## config.mk

```make
export PLATFORM = sky130hd
export DESIGN_NAME = decode_queue
export DESIGN_NICKNAME = d
export VERILOG_FILES = /design/src/rtl/decode_queue.sv
export SDC_FILE = /design/constraint.sdc
export NUM_CORES = 1
export LEC_CHECK = 0
export BUFFER_PORTS_ARGS = -buffer_cell sky130_fd_sc_hd__clkbuf_2
export CAP_MARGIN = 20
export CORE_UTILIZATION = 54
export DETAILED_ROUTE_END_ITERATION = 8
export PLACE_DENSITY = 0.77
export SETUP_SLACK_MARGIN = 0.4
export SLEW_MARGIN = 10
export SYNTH_ARGS = -nofsm -noshare
export SYNTH_HDL_FRONTEND = slang
export SYNTH_SLANG_ARGS = --single-unit
```

## constraint.sdc

```tcl
create_clock -name clk -period 7.05 [get_ports clk]
set_clock_uncertainty 0.1 [all_clocks]
set_input_delay 1.41 -clock clk [delete_from_list [all_inputs] [get_ports clk]]
set_output_delay 1.41 -clock clk [all_outputs]
set_load 0.1 [all_outputs]
```

## src/rtl/decode_queue.sv

```systemverilog
// rtl/decode_queue.sv - instruction queue feeding a registered decode stage
// Head of a DEPTH-entry queue is decoded, resolved against regfile/ROB/CDB and held for dispatch.
module decode_queue #(
  parameter int DEPTH = 4,
  parameter int ROB_W = 4
) (
  input  logic                   clk,
  input  logic                   rst,
  input  logic                   rdy,
  input  logic                   rollback,
  input  logic                   if_valid,
  output logic                   if_ready,
  input  logic [31:0]            if_inst,
  input  logic [31:0]            if_pc,
  input  logic                   if_is_jump,
  output logic [4:0]             rs1_index,
  output logic [4:0]             rs2_index,
  input  logic                   rs1_dirty,
  input  logic [ROB_W-1:0]       rs1_rob_entry,
  input  logic [31:0]            rs1_value,
  input  logic                   rs2_dirty,
  input  logic [ROB_W-1:0]       rs2_rob_entry,
  input  logic [31:0]            rs2_value,
  output logic [ROB_W-1:0]       rs1_rob_q_entry,
  output logic [ROB_W-1:0]       rs2_rob_q_entry,
  input  logic [31:0]            rs1_rob_value,
  input  logic                   rs1_rob_rdy,
  input  logic [31:0]            rs2_rob_value,
  input  logic                   rs2_rob_rdy,
  input  logic [ROB_W-1:0]       next_empty_rob_entry,
  input  logic                   cdb_valid,
  input  logic [ROB_W-1:0]       cdb_rob_id,
  input  logic [31:0]            cdb_value,
  output logic                   out_valid,
  input  logic                   out_ready,
  output logic [6:0]             out_opcode,
  output logic [2:0]             out_funct3,
  output logic                   out_funct7b5,
  output logic [4:0]             out_rd,
  output logic [31:0]            out_rs1_val,
  output logic                   out_rs1_need_rob,
  output logic [ROB_W-1:0]       out_rs1_rob_id,
  output logic [31:0]            out_rs2_val,
  output logic                   out_rs2_need_rob,
  output logic [ROB_W-1:0]       out_rs2_rob_id,
  output logic [31:0]            out_imm,
  output logic                   out_lsb,
  output logic                   out_store,
  output logic                   out_rs,
  output logic [ROB_W-1:0]       out_rob_id,
  output logic [31:0]            out_pc,
  output logic                   out_is_jump,
  output logic [$clog2(DEPTH):0] iq_count
);
  localparam int PW = $clog2(DEPTH);
  localparam int CW = PW + 1;
  localparam logic [6:0] OPC_LUI = 7'b0110111, OPC_AUIPC = 7'b0010111, OPC_JAL = 7'b1101111;
  localparam logic [6:0] OPC_JALR = 7'b1100111, OPC_BR = 7'b1100011, OPC_LD = 7'b0000011;
  localparam logic [6:0] OPC_ST = 7'b0100011, OPC_OPI = 7'b0010011, OPC_OP = 7'b0110011;

  typedef struct packed {
    logic [31:0]      val;
    logic             need;
    logic [ROB_W-1:0] id;
  } opnd_t;

  logic [31:0]   inst_q [DEPTH];
  logic [31:0]   pc_q   [DEPTH];
  logic          jump_q [DEPTH];
  logic [PW-1:0] head, tail;
  logic [CW-1:0] count;
  logic          push, fire, load;
  logic [31:0]   hd;
  logic [31:0]   d_imm;
  logic [4:0]    d_rd;
  logic          d_rs, d_lsb, d_store, use1, use2;
  logic          fwd1, fwd2, snp1, snp2;
  opnd_t         op1, op2;

  // Priority: in-flight dispatch forward, regfile, ROB, same-cycle CDB, else wait on tag.
  function automatic opnd_t resolve(input logic used, input logic fwd, input logic [ROB_W-1:0] fwd_id,
                                    input logic dirty, input logic [31:0] rf_val,
                                    input logic [ROB_W-1:0] ent, input logic rob_rdy,
                                    input logic [31:0] rob_val, input logic cdb_hit,
                                    input logic [31:0] cdb_val);
    opnd_t r;
    r = '0;
    if (used) begin
      if (fwd) begin
        r.need = 1'b1;
        r.id   = fwd_id;
      end else if (!dirty) r.val = rf_val;
      else if (rob_rdy) r.val = rob_val;
      else if (cdb_hit) r.val = cdb_val;
      else begin
        r.need = 1'b1;
        r.id   = ent;
      end
    end
    return r;
  endfunction

  assign hd              = inst_q[head];
  assign rs1_index       = hd[19:15];
  assign rs2_index       = hd[24:20];
  assign rs1_rob_q_entry = rs1_rob_entry;
  assign rs2_rob_q_entry = rs2_rob_entry;
  assign if_ready        = count < CW'(DEPTH);
  assign iq_count        = count;
  assign fire            = out_valid & out_ready;
  assign push            = rdy & ~rollback & if_valid & if_ready;
  assign load            = rdy & ~rollback & (count != '0) & (~out_valid | fire);

  always_comb begin
    d_imm   = '0;
    d_rd    = hd[11:7];
    d_rs    = 1'b0;
    d_lsb   = 1'b0;
    d_store = 1'b0;
    use1    = 1'b1;
    use2    = 1'b0;
    case (hd[6:0])
      OPC_LUI: begin
        d_imm = {hd[31:12], 12'b0};
        use1  = 1'b0;
      end
      OPC_AUIPC: begin
        d_imm = {hd[31:12], 12'b0};
        use1  = 1'b0;
        d_rs  = 1'b1;
      end
      OPC_JAL: begin
        d_imm = {{11{hd[31]}}, hd[31], hd[19:12], hd[20], hd[30:21], 1'b0};
        use1  = 1'b0;
        d_rs  = 1'b1;
      end
      OPC_JALR, OPC_OPI: begin
        d_imm = {{20{hd[31]}}, hd[31:20]};
        d_rs  = 1'b1;
      end
      OPC_LD: begin
        d_imm = {{20{hd[31]}}, hd[31:20]};
        d_lsb = 1'b1;
      end
      OPC_ST: begin
        d_imm   = {{20{hd[31]}}, hd[31:25], hd[11:7]};
        d_lsb   = 1'b1;
        d_store = 1'b1;
        use2    = 1'b1;
        d_rd    = 5'd0;
      end
      OPC_BR: begin
        d_imm = {{19{hd[31]}}, hd[31], hd[7], hd[30:25], hd[11:8], 1'b0};
        d_rs  = 1'b1;
        use2  = 1'b1;
        d_rd  = 5'd0;
      end
      OPC_OP: begin
        d_rs = 1'b1;
        use2 = 1'b1;
      end
      default: ;
    endcase
  end

  // The register file only learns of a dispatch on the next edge, so forward it here.
  assign fwd1 = fire & (out_rd != 5'd0) & (out_rd == rs1_index);
  assign fwd2 = fire & (out_rd != 5'd0) & (out_rd == rs2_index);
  assign op1  = resolve(use1, fwd1, out_rob_id, rs1_dirty, rs1_value, rs1_rob_entry, rs1_rob_rdy,
                        rs1_rob_value, cdb_valid & (cdb_rob_id == rs1_rob_entry), cdb_value);
  assign op2  = resolve(use2, fwd2, out_rob_id, rs2_dirty, rs2_value, rs2_rob_entry, rs2_rob_rdy,
                        rs2_rob_value, cdb_valid & (cdb_rob_id == rs2_rob_entry), cdb_value);
  assign snp1 = out_rs1_need_rob & cdb_valid & (cdb_rob_id == out_rs1_rob_id);
  assign snp2 = out_rs2_need_rob & cdb_valid & (cdb_rob_id == out_rs2_rob_id);

  always_ff @(posedge clk) begin
    if (push) begin
      inst_q[tail] <= if_inst;
      pc_q[tail]   <= if_pc;
      jump_q[tail] <= if_is_jump;
    end
  end

  always_ff @(posedge clk or posedge rst) begin
    if (rst) begin
      head  <= '0;
      tail  <= '0;
      count <= '0;
    end else if (rdy) begin
      if (rollback) begin
        head  <= '0;
        tail  <= '0;
        count <= '0;
      end else begin
        if (push) tail <= tail + PW'(1);
        if (load) head <= head + PW'(1);
        count <= count + CW'(push) - CW'(load);
      end
    end
  end

  always_ff @(posedge clk or posedge rst) begin
    if (rst) begin
      out_valid        <= 1'b0;
      out_opcode       <= '0;
      out_funct3       <= '0;
      out_funct7b5     <= 1'b0;
      out_rd           <= '0;
      out_rs1_val      <= '0;
      out_rs1_need_rob <= 1'b0;
      out_rs1_rob_id   <= '0;
      out_rs2_val      <= '0;
      out_rs2_need_rob <= 1'b0;
      out_rs2_rob_id   <= '0;
      out_imm          <= '0;
      out_lsb          <= 1'b0;
      out_store        <= 1'b0;
      out_rs           <= 1'b0;
      out_rob_id       <= '0;
      out_pc           <= '0;
      out_is_jump      <= 1'b0;
    end else if (rdy) begin
      if (rollback) begin
        out_valid <= 1'b0;
      end else if (load) begin
        out_valid        <= 1'b1;
        out_opcode       <= hd[6:0];
        out_funct3       <= hd[14:12];
        out_funct7b5     <= hd[30];
        out_rd           <= d_rd;
        out_rs1_val      <= op1.val;
        out_rs1_need_rob <= op1.need;
        out_rs1_rob_id   <= op1.id;
        out_rs2_val      <= op2.val;
        out_rs2_need_rob <= op2.need;
        out_rs2_rob_id   <= op2.id;
        out_imm          <= d_imm;
        out_lsb          <= d_lsb;
        out_store        <= d_store;
        out_rs           <= d_rs;
        out_rob_id       <= fire ? out_rob_id + ROB_W'(1) : next_empty_rob_entry;
        out_pc           <= pc_q[head];
        out_is_jump      <= jump_q[head];
      end else if (fire) begin
        out_valid <= 1'b0;
      end else if (out_valid) begin
        if (snp1) begin
          out_rs1_val      <= cdb_value;
          out_rs1_need_rob <= 1'b0;
        end
        if (snp2) begin
          out_rs2_val      <= cdb_value;
          out_rs2_need_rob <= 1'b0;
        end
      end
    end
  end
endmodule

```

# == Word-level counts from Yosys, hierarchy flattened ==
# Memories as Yosys holds them, arrays and structs flattened. A register that Yosys moved wholly into a read port is not among the register bits.
# Index checks and enable logic that the tools add are counted.
# op_classes
add_sub_neg,5
n_mul,0
div_mod_pow,0
order_cmp,1
n_eq_ne,16
shift,0
muxes,51
n_bitwise,18
n_reduce_logical,21
# ops
cell,n
$mux W32,16
$pmux W32 S5,1
$mux W37,2
$mux W5,9
$eq A7 B6 Y1 const B,3
$eq A7 B7 Y1 const B,3
$mux W1,17
$eq A4 B4 Y1,4
$and A1 B1 Y1,15
$eq A7 B5 Y1 const B,2
$eq A5 B5 Y1,2
$reduce_and A5 Y1,2
$reduce_bool A2 Y1,5
$reduce_or A3 Y1,3
$mux W2,4
$eq A7 B2 Y1 const B,1
$reduce_and A2 Y1,3
$reduce_bool A3 Y1,2
$reduce_or A2 Y1,3
$reduce_or A6 Y1,1
$reduce_bool A5 Y1,1
$add A2 B1 Y2 const B,2
$add A4 B1 Y4 const B,1
$mux W4,1
8 further kinds,9
# word_totals
regBits,137
latchBits,0
ramBits,260
rom_bits,0
output_inout_bits,185
memories,3
# memory_table
name,depth,word_bits,read_ports,rd_clocked_by_memory_dff,wr,line,text
inst_q,4,32,1,0,1,67,logic [31:0] inst_q [DEPTH];
pc_q,4,32,1,1,1,68,logic [31:0] pc_q [DEPTH];
jump_q,4,1,1,1,1,69,logic jump_q [DEPTH];

# == Depth between registers and ports, before layout ==
# Gate-level depths: netlist (run 1).
# depth
depth_word,8
depth_mapped,15
depth_no_buf,13

# == Worst setup path after synthesis (run 1) ==
# Ideal clock, no wire load.
# synth_path
path_kind,input to register
startpoint,input out_ready
endpoint,"register count[2], in the netlist iq_count[2]"
arrival_ns,3.858
setup_slack_ns,2.999
path_stages,14
path_buffers,3
path_cell_list,clkbuf_1 -> o21ai_1 -> inv_1 -> clkbuf_1 -> buf_1 -> ha_1 -> inv_1 -> ha_1 -> inv_1 -> fa_1 -> xor2_1 -> o21ai_0 -> nand2_1 -> o21ai_0
# synth_via
elab_chain_cells,5
# synth_rtl
element,line,text
start: declaration,35,"input logic out_ready,"
$and A1 B1 Y1,110,assign fire = out_valid & out_ready;
$or A1 B1 Y1,112,assign load = rdy & ~rollback & (count != '0) & (~out_valid | fire);
$and A1 B1 Y1,112,
$sub A3 B1 Y3,197,count <= count + CW'(push) - CW'(load);
$mux W3,190,if (rollback) begin
end signal: assignment,197,
end: declaration,71,logic [CW-1:0] count;
# No other way between the ends.
# A chain may end at the register's enable or synchronous reset.

# == Worst setup path in the final report (run 1) ==
# layout_path
startpoint,register head[0]
endpoint,output rs2_index[3]
# layout_via
elab_chain_cells,1
# layout_rtl
element,line,text
start: declaration,70,"logic [PW-1:0] head, tail;"
start signal: assignment,196,if (load) head <= head + PW'(1);
$mem_v2 Z4 W32,n/a,
end: declaration,17,"output logic [4:0] rs2_index,"
# No other way between the ends.

==> results of run 1 <==
## final cells by class
type	count	area [sq um]
Sequential cell	430	12100
Fill cell	2459	11300
Multi-Input combinational cell	780	6030
Timing Repair Buffer	454	2320
Clock buffer	64	1300
Tap cell	448	561
Clock inverter	17	163
Inverter	16	67.6
Antenna cell	4	10.0
## kinds of logic (layout without fill, tap and decap cells)
kind of cell,Yosys count,after routing,share of synthesized area (%)
and+or+nand+nor,384,384,8.76
buffers and inverters,132,551,3.44
muxes,99,99,9.66
adders and majority gates,8,8,0.576
xor gates and xnor gates,25,25,1.17
DFF,430,430,64.6
AOI/OAI and AO/OA,264,264,11.8
other,0,4,0
## routing by layer
metal | up-vias | share of wire, % | global-route usage, %
met2 | 705 | 49 | 49.6
li1 | 5896 | - | -
met1 | 6643 | 37 | 38.3
met5 | - | 0.031 | 0
met3 | 155 | 9.4 | 7.94
met4 | 2 | 5.1 | 14.9
## power groups by stage
stage          registers (uW)  clock network [uW]  logic, uW
5_1_grt                  3610                2460       5530
6_report                 3560                2330       5320
3_5_place_dp             3600                   0       5310
4_1_cts                  3560                2360       5330
2_1_floorplan            6210                   0       1710
3_3_place_gp             3590                   0       5250
## tightest hold or removal path: stages (launching register included)
cell and delay (ns):
dfrtp_1 0.34, nand2_1 0.05, nand2_1 0.05
## per-stage QoR
stage	worst slack [ns]	total power [uW]	utilization (%)
2_1_floorplan	0.937	7920	-
3_3_place_gp	2.68	8840	62.3
3_5_place_dp	2.61	8910	62.3
4_1_cts	2.16	11300	66.6
5_1_grt	2.05	11600	66.6
6_report	2.27	11200	66.7
## placed cells by master, fill, tap and decap left out, types with 4 or more instances in the layout
cell type and count:
a21oi_1 22, a221o_1 32, a221oi_1 7, a22o_1 36, a31oi_1 33, and2_1 7, and3_4 5, buf_4 18
clkbuf_1 9, clkbuf_16 45, clkbuf_2 436, clkbuf_8 10, clkinv_1 5, clkinv_2 7, dfrtp_1 168, diode_2 4
edfxtp_1 260, ha_1 7, inv_1 14, mux2i_1 34, mux4_2 65, nand2_1 262, nand2b_1 5, nand3_1 24
nor2_1 49, nor2b_1 4, o2111ai_1 32, o211ai_1 8, o21ai_0 34, o21ai_1 4, o221ai_2 30, o22ai_1 5
xnor2_1 11, xor2_1 14
## state kept, by name (all words and copies together), names as in the netlist, 5 cells and up
signal       flops
out_imm         32
out_pc          32
out_rd           5
out_opcode       7
inst_q         128
out_rs1_val     32
out_rs2_val     32
pc_q           128
## worst min-delay path by stage
stage	start	to	slack (ns)	cells after the start
after floorplan	tail[0]	tail[0]	0.41	1
after global placement	out_pc[8]	out_pc[8]	0.36	2
after detailed placement	out_pc[18]	out_pc[18]	0.36	2
after CTS	out_pc[31]	out_pc[31]	0.38	2
after global routing	out_store	out_store	0.40	2
final	out_pc[31]	out_pc[31]	0.38	2
==> flow_metrics.py, run 1 <==
metrics = {
    "synth": {
        "synth-async-reset-ratio_pct": 39.5,
        "synthTopCellsByArea": "edfxtp_1 42%, dfrtp_1 23%, mux4_2 7.8%",
        "synthTopCellsByCount": "262 x nand2_1, 260 x edfxtp_1, 170 x dfrtp_1",
        "synth_edf_count": 260,
        "synthCells": 1342,
        "seq_area_frac_synth_pct": 64.6,
        "synthFlopType": "edfxtp_1",
        "synth_area_per_cell_sq_um": 13.9,
        "ys_ff_latch": 430,
        "synth_top_cell_area_share_pct": 41.8,
        "yosysWarnings": 0,
        "synth_cell_type_count": 61,
        "post-synth-top-count-cell": "nand2_1",
        "syn_nets": 1602,
        "yosys.area.top_type": "edfxtp_1",
        "synth_area_sq_um": 18700,
    },
    "clock_network": {
        "clk_pin_slew_worst_paths_ns": 0.06,
        "cts.sinks": 430,
        "post_cts_buffers": 0,
        "cts_buffers": 44,
        "cts_hold_buf": 0,
        "clock-root-buffer": "clkbuf_16",
        "cts.repair.resized": 0,
        "htreeDepth": 2,
        "clk_latency_ns": 0.56,
        "clk_path_buf_depth": 3,
        "tritoncts": "done",
    },
    "sta": {
        "timing.fmax_mhz": 209,
        "slew_headroom_pct": 23.8,
        "hold_viol": 0,
        "finalSetupViolations": 0,
        "rsz0062_at_grt": "false",
        "fin_crit_ns": 4.78,
        "maxSlewViolCount": 0,
        "fin_crit_sh_pct": 67.7,
        "tns_ns": 0,
        "tightestPinTransition_ns": 1.14,
        "whs_ns": 0.376,
    },
    "worst_setup_path": {
        "end_kind": "output pin",
        "crit_path_start_kind": "flip-flop",
        "slowest_delay_ns": 0.83,
        "endpoint": "rs2_index[3]",
        "worstSetupPathType": "flip-flop to output pin",
        "cp_data_arrival_time_ns": 3.27,
        "startpoint": "head[0]",
        "worst_r2r_endpoint": "out_rs1_val[30]",
        "crit_buf_inv": 2,
        "reg2reg_slack_ns": 2.92,
        "reg2reg_depth": 6,
        "crit_family": "buffers and inverters",
        "crit_path_top_delay_cell": "dfrtp_4",
        "path_depth": 3,
        "cp.required_ns": 5.54,
        "path_cells": "buf_4 > mux4_2 > clkbuf_2",
        "r2r_start": "head[1]",
        "path_max_fanout": 38,
    },
    "die": {
        "core_region_area_sq_um": 33800,
        "ioPinCount": 437,
        "dieWidth_um": 188,
        "start_util_pct": 55.3,
        "fp.dieH_um": 188,
        "rows": 67,
        "die_area_sq_um": 35300,
    },
    "global_routing": {
        "grt_pass1_vias": 13531,
        "grt_pass1_wl_mm": 81.0,
        "antenna_found_initial": 5,
        "grt_max_degree": 126,
        "gr-total-overflow": 0,
        "grt.total_usage_pct": 30.5,
    },
    "pwr": {
        "p_leak_uw": 0.00929,
        "combPwrFrac_pct": 47.5,
        "clkPwrFrac_pct": 20.8,
        "internal_power_uw": 5510,
        "swShare_pct": 50.8,
        "powerDensity_nw_per_um2": 498,
        "switchingPower_uw": 5700,
        "ir_drop_mv": 0.566,
        "pwr-share-seq_pct": 31.7,
    },
    "finish": {
        "drive_gt1_share_pct": 36.0,
        "fin_cells": 2213,
        "nNetsFinal": 1986,
        "design_area_sq_um": 22500,
        "syn2layout_area_growth_pct": 20.6,
    },
    "routing": {
        "routed_wl_mm": 54.0,
        "vias": 13401,
        "via_per_inst": 6.06,
        "ant_nets": 0,
        "drc_errors": 0,
        "drt_iter0_markers": 1093,
        "dr.pass1.iters": 7,
        "routedWlPerCell_um": 24.4,
    },
    "flow_run": {
        "cap_violations": 0,
    },
    "place": {
        "port_buffers": 436,
        "place_hpwl_mm": 35.6,
        "place_inst": 2128,
        "dpl-instance-area_sq_um": 21000,
        "place_congestion": 0.976,
    },
    "hold_path": {
        "hp-class": "flip-flop to flip-flop",
    },
    "run_status": {
        "status": "complete, no violations",
    },
}
Note: power is estimated with default switching activity, not from simulation.
==> run 2, diff against run 1 <==
--- a/config.mk
+++ b/config.mk
@@ -7,9 +7,9 @@
 export LEC_CHECK = 0
 export BUFFER_PORTS_ARGS = -buffer_cell sky130_fd_sc_hd__clkbuf_2
 export CAP_MARGIN = 20
-export CORE_UTILIZATION = 54
+export CORE_UTILIZATION = 49
 export DETAILED_ROUTE_END_ITERATION = 8
-export PLACE_DENSITY = 0.77
+export PLACE_DENSITY = 0.74
 export SETUP_SLACK_MARGIN = 0.4
 export SLEW_MARGIN = 10
 export SYNTH_ARGS = -nofsm -noshare
==> constraint.sdc (replaced) <==
create_clock -name clk -period 4.31 [get_ports clk]
set_clock_uncertainty 0.1 [all_clocks]
set_input_delay 0.862 -clock clk [delete_from_list [all_inputs] [get_ports clk]]
set_output_delay 0.862 -clock clk [all_outputs]
set_load 0.1 [all_outputs]
==> run 2 against run 1 <==
Against the previous run: setup slack worse by 1.6 ns; sequential power up 61%; global-route usage fell by 2.1 points; combinational power up 67%; final area increased by 0.83%; critical path depth did not move; wire length grew 3.2%; critical endpoint is now rs2_index[0]; largest cell class unchanged; highest routed layer unchanged.
==> flow_metrics.py, run 2 (synthesized netlist as in run 1, its figures left out) <==
metrics = {
    "clock_network": {
        "cts.repair.resized": 0,
        "htreeDepth": 2,
        "clk_path_buf_depth": 3,
        "tritoncts": "done",
        "post_cts_buffers": 0,
        "cts.sinks": 430,
        "clock-root-buffer": "clkbuf_16",
        "cts_buffers": 43,
        "cts_hold_buf": 0,
        "clk_latency_ns": 0.58,
        "clk_pin_slew_worst_paths_ns": 0.06,
    },
    "finish": {
        "layout_common_cells": "436 x clkbuf_2, 262 x nand2_1, 260 x edfxtp_1, 168 x dfrtp_1, 65 x mux4_2",
        "multiInputGateArea_sq_um": 6030,
        "syn2layout_area_growth_pct": 21.6,
        "fillers": 2962,
        "nNetsFinal": 1996,
        "reg_top3": "inst_q: 128 flops, pc_q: 128 flops",
        "drive_gt1_share_pct": 36.2,
        "design_area_sq_um": 22700,
        "layout_commonest_cell": "clkbuf_2",
        "seqCellArea_sq_um": 12100,
    },
    "worst_setup_path": {
        "end_kind": "output pin",
        "crit_path_top_delay_cell": "dfrtp_4",
        "crit_path_start_kind": "flip-flop",
        "slowest_delay_ns": 0.70,
        "crit_family": "buffers and inverters",
        "path_max_fanout": 26,
        "cp_data_arrival_time_ns": 2.67,
        "path_cells": "buf_4 > mux4_2 > clkbuf_2",
        "worstSetupPathType": "flip-flop to output pin",
        "crit_buf_inv": 2,
        "cp.required_ns": 3.35,
    },
    "hold_path": {
        "hp-class": "input pin to async pin",
    },
    "global_routing": {
        "grt.total_usage_pct": 28.4,
        "antenna_found_initial": 10,
        "grt_pass1_vias": 13218,
        "grt_pass1_wl_mm": 81.9,
        "grt_max_degree": 135,
        "gr-total-overflow": 0,
    },
    "pwr": {
        "ir_drop_mv": 0.607,
        "p_leak_uw": 0.00932,
        "powerDensity_nw_per_um2": 801,
    },
    "routing": {
        "drc_errors": 0,
        "via_per_inst": 5.90,
        "wirelength_met1_mm": 20.2,
        "top_layer": "met5",
        "wl_met2_mm": 26.9,
        "routed_wl_mm": 55.7,
        "dr.pass1.iters": 5,
        "vias": 13500,
        "ant_nets": 0,
        "routedWlPerCell_um": 24.4,
        "wl_met3_mm": 5.61,
        "drt_iter0_markers": 1012,
    },
    "die": {
        "fp.dieH_um": 197,
        "core_region_area_sq_um": 37600,
        "die_area_sq_um": 38900,
        "rows": 71,
        "dieWidth_um": 197,
        "ioPinCount": 437,
        "start_util_pct": 49.7,
    },
    "run_status": {
        "status": "complete, no violations",
    },
    "sta": {
        "tightestPinTransition_ns": 0.944,
        "finalSetupViolations": 0,
        "tns_ns": 0,
        "timing.fmax_mhz": 275,
        "rsz0062_at_grt": "false",
        "whs_ns": 0.317,
        "fin_crit_sh_pct": 84.3,
        "slew_headroom_pct": 37.1,
        "fin_crit_ns": 3.63,
        "maxSlewViolCount": 0,
        "hold_viol": 0,
    },
    "place": {
        "dpl-instance-area_sq_um": 21300,
        "place_hpwl_mm": 37.7,
        "place_congestion": 0.921,
        "port_buffers": 436,
    },
    "flow_run": {
        "cap_violations": 0,
    },
}
## run 2: metrics by stage
step	instances	setup WS (ns)	util, %	total power, uW
floorplan	1342	0.694	-	12900
global placement	2199	0.818	56.6	14500
detailed placement	2200	0.767	56.7	14600
CTS	2279	0.452	60.2	18200
global route	2288	0.600	60.4	18800
finish	2289	0.676	60.4	18200
## run 2: where the power goes
group	switching (uW)	total (uW)	leakage, uW	internal (uW)
clock	1620	3590	0.000653	1970
sequential	605	5730	0.00448	5120
combinational	7140	8880	0.00419	1740
## run 2: metal layers
layer	vias to the layer above	global-route usage, %
li1	5933	-
met1	6742	34.2
met2	662	45.4
met3	157	9.46
met4	6	15.2
met5	-	0.639
## run 2: layout make-up
type                            count  share of cell area, %
Tap cell                          511                   2.82
Clock buffer                       56                   5.04
Sequential cell                   430                   53.2
Antenna cell                        8                 0.0882
Multi-Input combinational cell    780                   26.6
Clock inverter                     23                  0.860
Inverter                           16                  0.281
Timing Repair Buffer              465                   11.2
## run 2: worst paths after layout
path / startpoint / to / cells after the start / slack, ns
min: rst / out_rs1_val[24] / 2 / 0.32
max: head[1] / rs2_index[0] / 3 / 0.68
min in group clk: out_pc[21] / out_pc[21] / 2 / 0.37
max in group asynchronous: rst / out_pc[19] / 3 / 2.82
min reg2reg: out_pc[21] / out_pc[21] / 2 / 0.37
max reg2reg: head[0] / out_rs1_val[30] / 7 / 0.93
==> run 3, diff against run 2 <==
--- a/config.mk
+++ b/config.mk
@@ -7,9 +7,9 @@
 export LEC_CHECK = 0
 export BUFFER_PORTS_ARGS = -buffer_cell sky130_fd_sc_hd__clkbuf_2
 export CAP_MARGIN = 20
-export CORE_UTILIZATION = 49
+export CORE_UTILIZATION = 54
 export DETAILED_ROUTE_END_ITERATION = 8
-export PLACE_DENSITY = 0.74
+export PLACE_DENSITY = 0.77
 export SETUP_SLACK_MARGIN = 0.4
 export SLEW_MARGIN = 10
 export SYNTH_ARGS = -nofsm -noshare
==> constraint.sdc (replaced) <==
create_clock -name clk -period 3.8 [get_ports clk]
set_clock_uncertainty 0.1 [all_clocks]
set_input_delay 0.76 -clock clk [delete_from_list [all_inputs] [get_ports clk]]
set_output_delay 0.76 -clock clk [all_outputs]
set_load 0.1 [all_outputs]
==> run 3 against run 2 <==
Against the previous run: via count grew 0.71%; non-clock buffer count grew 15; power grew 15%; critical path type unchanged; highest routed layer unchanged.
==> flow_metrics.py, run 3 (synthesized netlist as in run 1, its figures left out) <==
metrics = {
    "die": {
        "ioPinCount": 437,
        "fp.dieH_um": 188,
        "core_region_area_sq_um": 33800,
        "die_area_sq_um": 35300,
        "rows": 67,
        "dieWidth_um": 188,
        "start_util_pct": 55.3,
    },
    "routing": {
        "drc_errors": 0,
        "drt_iter0_markers": 1268,
        "routed_wl_mm": 55.1,
        "routedWlPerCell_um": 24.6,
        "vias": 13596,
        "dr.pass1.iters": 7,
        "via_per_inst": 6.07,
        "ant_nets": 0,
    },
    "finish": {
        "fillers": 2418,
        "fin_util_pct": 67.7,
        "drive_gt1_share_pct": 36.8,
        "layout_common_cells": "431 x clkbuf_2, 262 x nand2_1, 260 x edfxtp_1, 164 x dfrtp_1, 65 x mux4_2",
        "nNetsFinal": 2012,
        "multiInputGateArea_sq_um": 6040,
        "reg_top3": "inst_q: 128 flops, pc_q: 128 flops",
        "seqCellArea_sq_um": 12100,
        "layout_commonest_cell": "clkbuf_2",
        "syn2layout_area_growth_pct": 22.4,
    },
    "hold_path": {
        "hp-class": "input pin to async pin",
    },
    "run_status": {
        "status": "complete, no violations",
    },
    "clock_network": {
        "clock-root-buffer": "clkbuf_16",
        "tritoncts": "done",
        "cts_buffers": 44,
        "cts_hold_buf": 0,
        "clk_path_buf_depth": 3,
        "clk_pin_slew_worst_paths_ns": 0.06,
        "clk_latency_ns": 0.57,
        "cts.sinks": 430,
        "htreeDepth": 2,
    },
    "worst_setup_path": {
        "crit_family": "multiplexers",
        "worst_r2r_endpoint": "out_rs1_val[30]",
        "crit_buf_inv": 2,
        "reg2reg_slack_ns": 0.58,
        "r2r_start": "head[0]",
        "cp.required_ns": 2.94,
        "path_cells": "buf_8 > mux4_2 > clkbuf_4",
        "cp_data_arrival_time_ns": 2.40,
        "path_max_fanout": 20,
        "slowest_delay_ns": 0.65,
        "crit_path_top_delay_cell": "mux4_2",
        "crit_path_start_kind": "flip-flop",
        "worstSetupPathType": "flip-flop to output pin",
        "end_kind": "output pin",
        "path_depth": 3,
        "reg2reg_depth": 8,
    },
    "sta": {
        "tightestPinTransition_ns": 0.976,
        "slew_headroom_pct": 34.7,
        "fin_crit_sh_pct": 85.8,
        "fin_crit_ns": 3.26,
        "tns_ns": 0,
        "whs_ns": 0.00487,
        "timing.fmax_mhz": 307,
        "final.setup.worst_slack_ns": 0.539,
        "maxSlewViolCount": 0,
        "finalSetupViolations": 0,
        "hold_viol": 0,
        "rsz0062_at_grt": "false",
    },
    "global_routing": {
        "antenna_found_initial": 7,
        "grt.total_usage_pct": 31.2,
        "grt_pass1_wl_mm": 82.2,
        "grt_max_degree": 134,
        "grt_pass1_vias": 13682,
        "gr-total-overflow": 0,
    },
    "pwr": {
        "ir_drop_mv": 0.658,
        "p_leak_uw": 0.00943,
        "total_power_uw": 21000,
        "powerDensity_nw_per_um2": 917,
    },
    "flow_run": {
        "cap_violations": 0,
    },
    "place": {
        "place_hpwl_mm": 37.5,
        "place_congestion": 0.986,
        "port_buffers": 436,
        "place_ws_ns": 0.232,
    },
}
-- run 3: routing by layer --
metal	vias to the layer above	global-route usage [%]	part of all wire, %
li1	5942	-	-
met1	6800	37.8	37
met2	688	51.1	49
met3	160	8.48	9.2
met4	6	16.4	5.5
met5	-	0	0.071
-- run 3: repair_timing --
action / 4_1_cts / 5_1_grt
buffers inserted: 1 / 8
endpoints found under the setup margin: 40 / 37
gates resized for setup: 7 / 2
-- run 3: layout make-up --
cell class / count / area share [%]
Antenna cell: 4 / 0.0438
Timing Repair Buffer: 480 / 11.7
Tap cell: 448 / 2.45
Inverter: 16 / 0.279
Clock inverter: 19 / 0.996
Clock buffer: 63 / 5.26
Multi-Input combinational cell: 780 / 26.4
Sequential cell: 430 / 52.8
-- run 3: worst max path at each step --
stage                    from              end
finish                head[0]     rs2_index[0]
global route          head[0]     rs2_index[0]
CTS                   head[0]     rs2_index[0]
detailed placement    head[0]  out_rs1_val[30]
global placement      head[0]  out_rs1_val[30]
floorplan           out_ready      iq_count[2]
-- run 3: stage by stage --
step / area, sq um / instances
4_1_cts: 22800 / 2227
3_3_place_gp: 21300 / 2144
5_1_grt: 22900 / 2240
2_1_floorplan: 18700 / 1342
6_report: 22900 / 2240
3_5_place_dp: 21300 / 2144
-- run 3: report_power, final --
part	internal [uW]	switching, uW	leakage (uW)
sequential	5820	689	0.00447
clock	2500	1810	0.000690
combinational	2030	8120	0.00427
total	10300	10600	0.00943
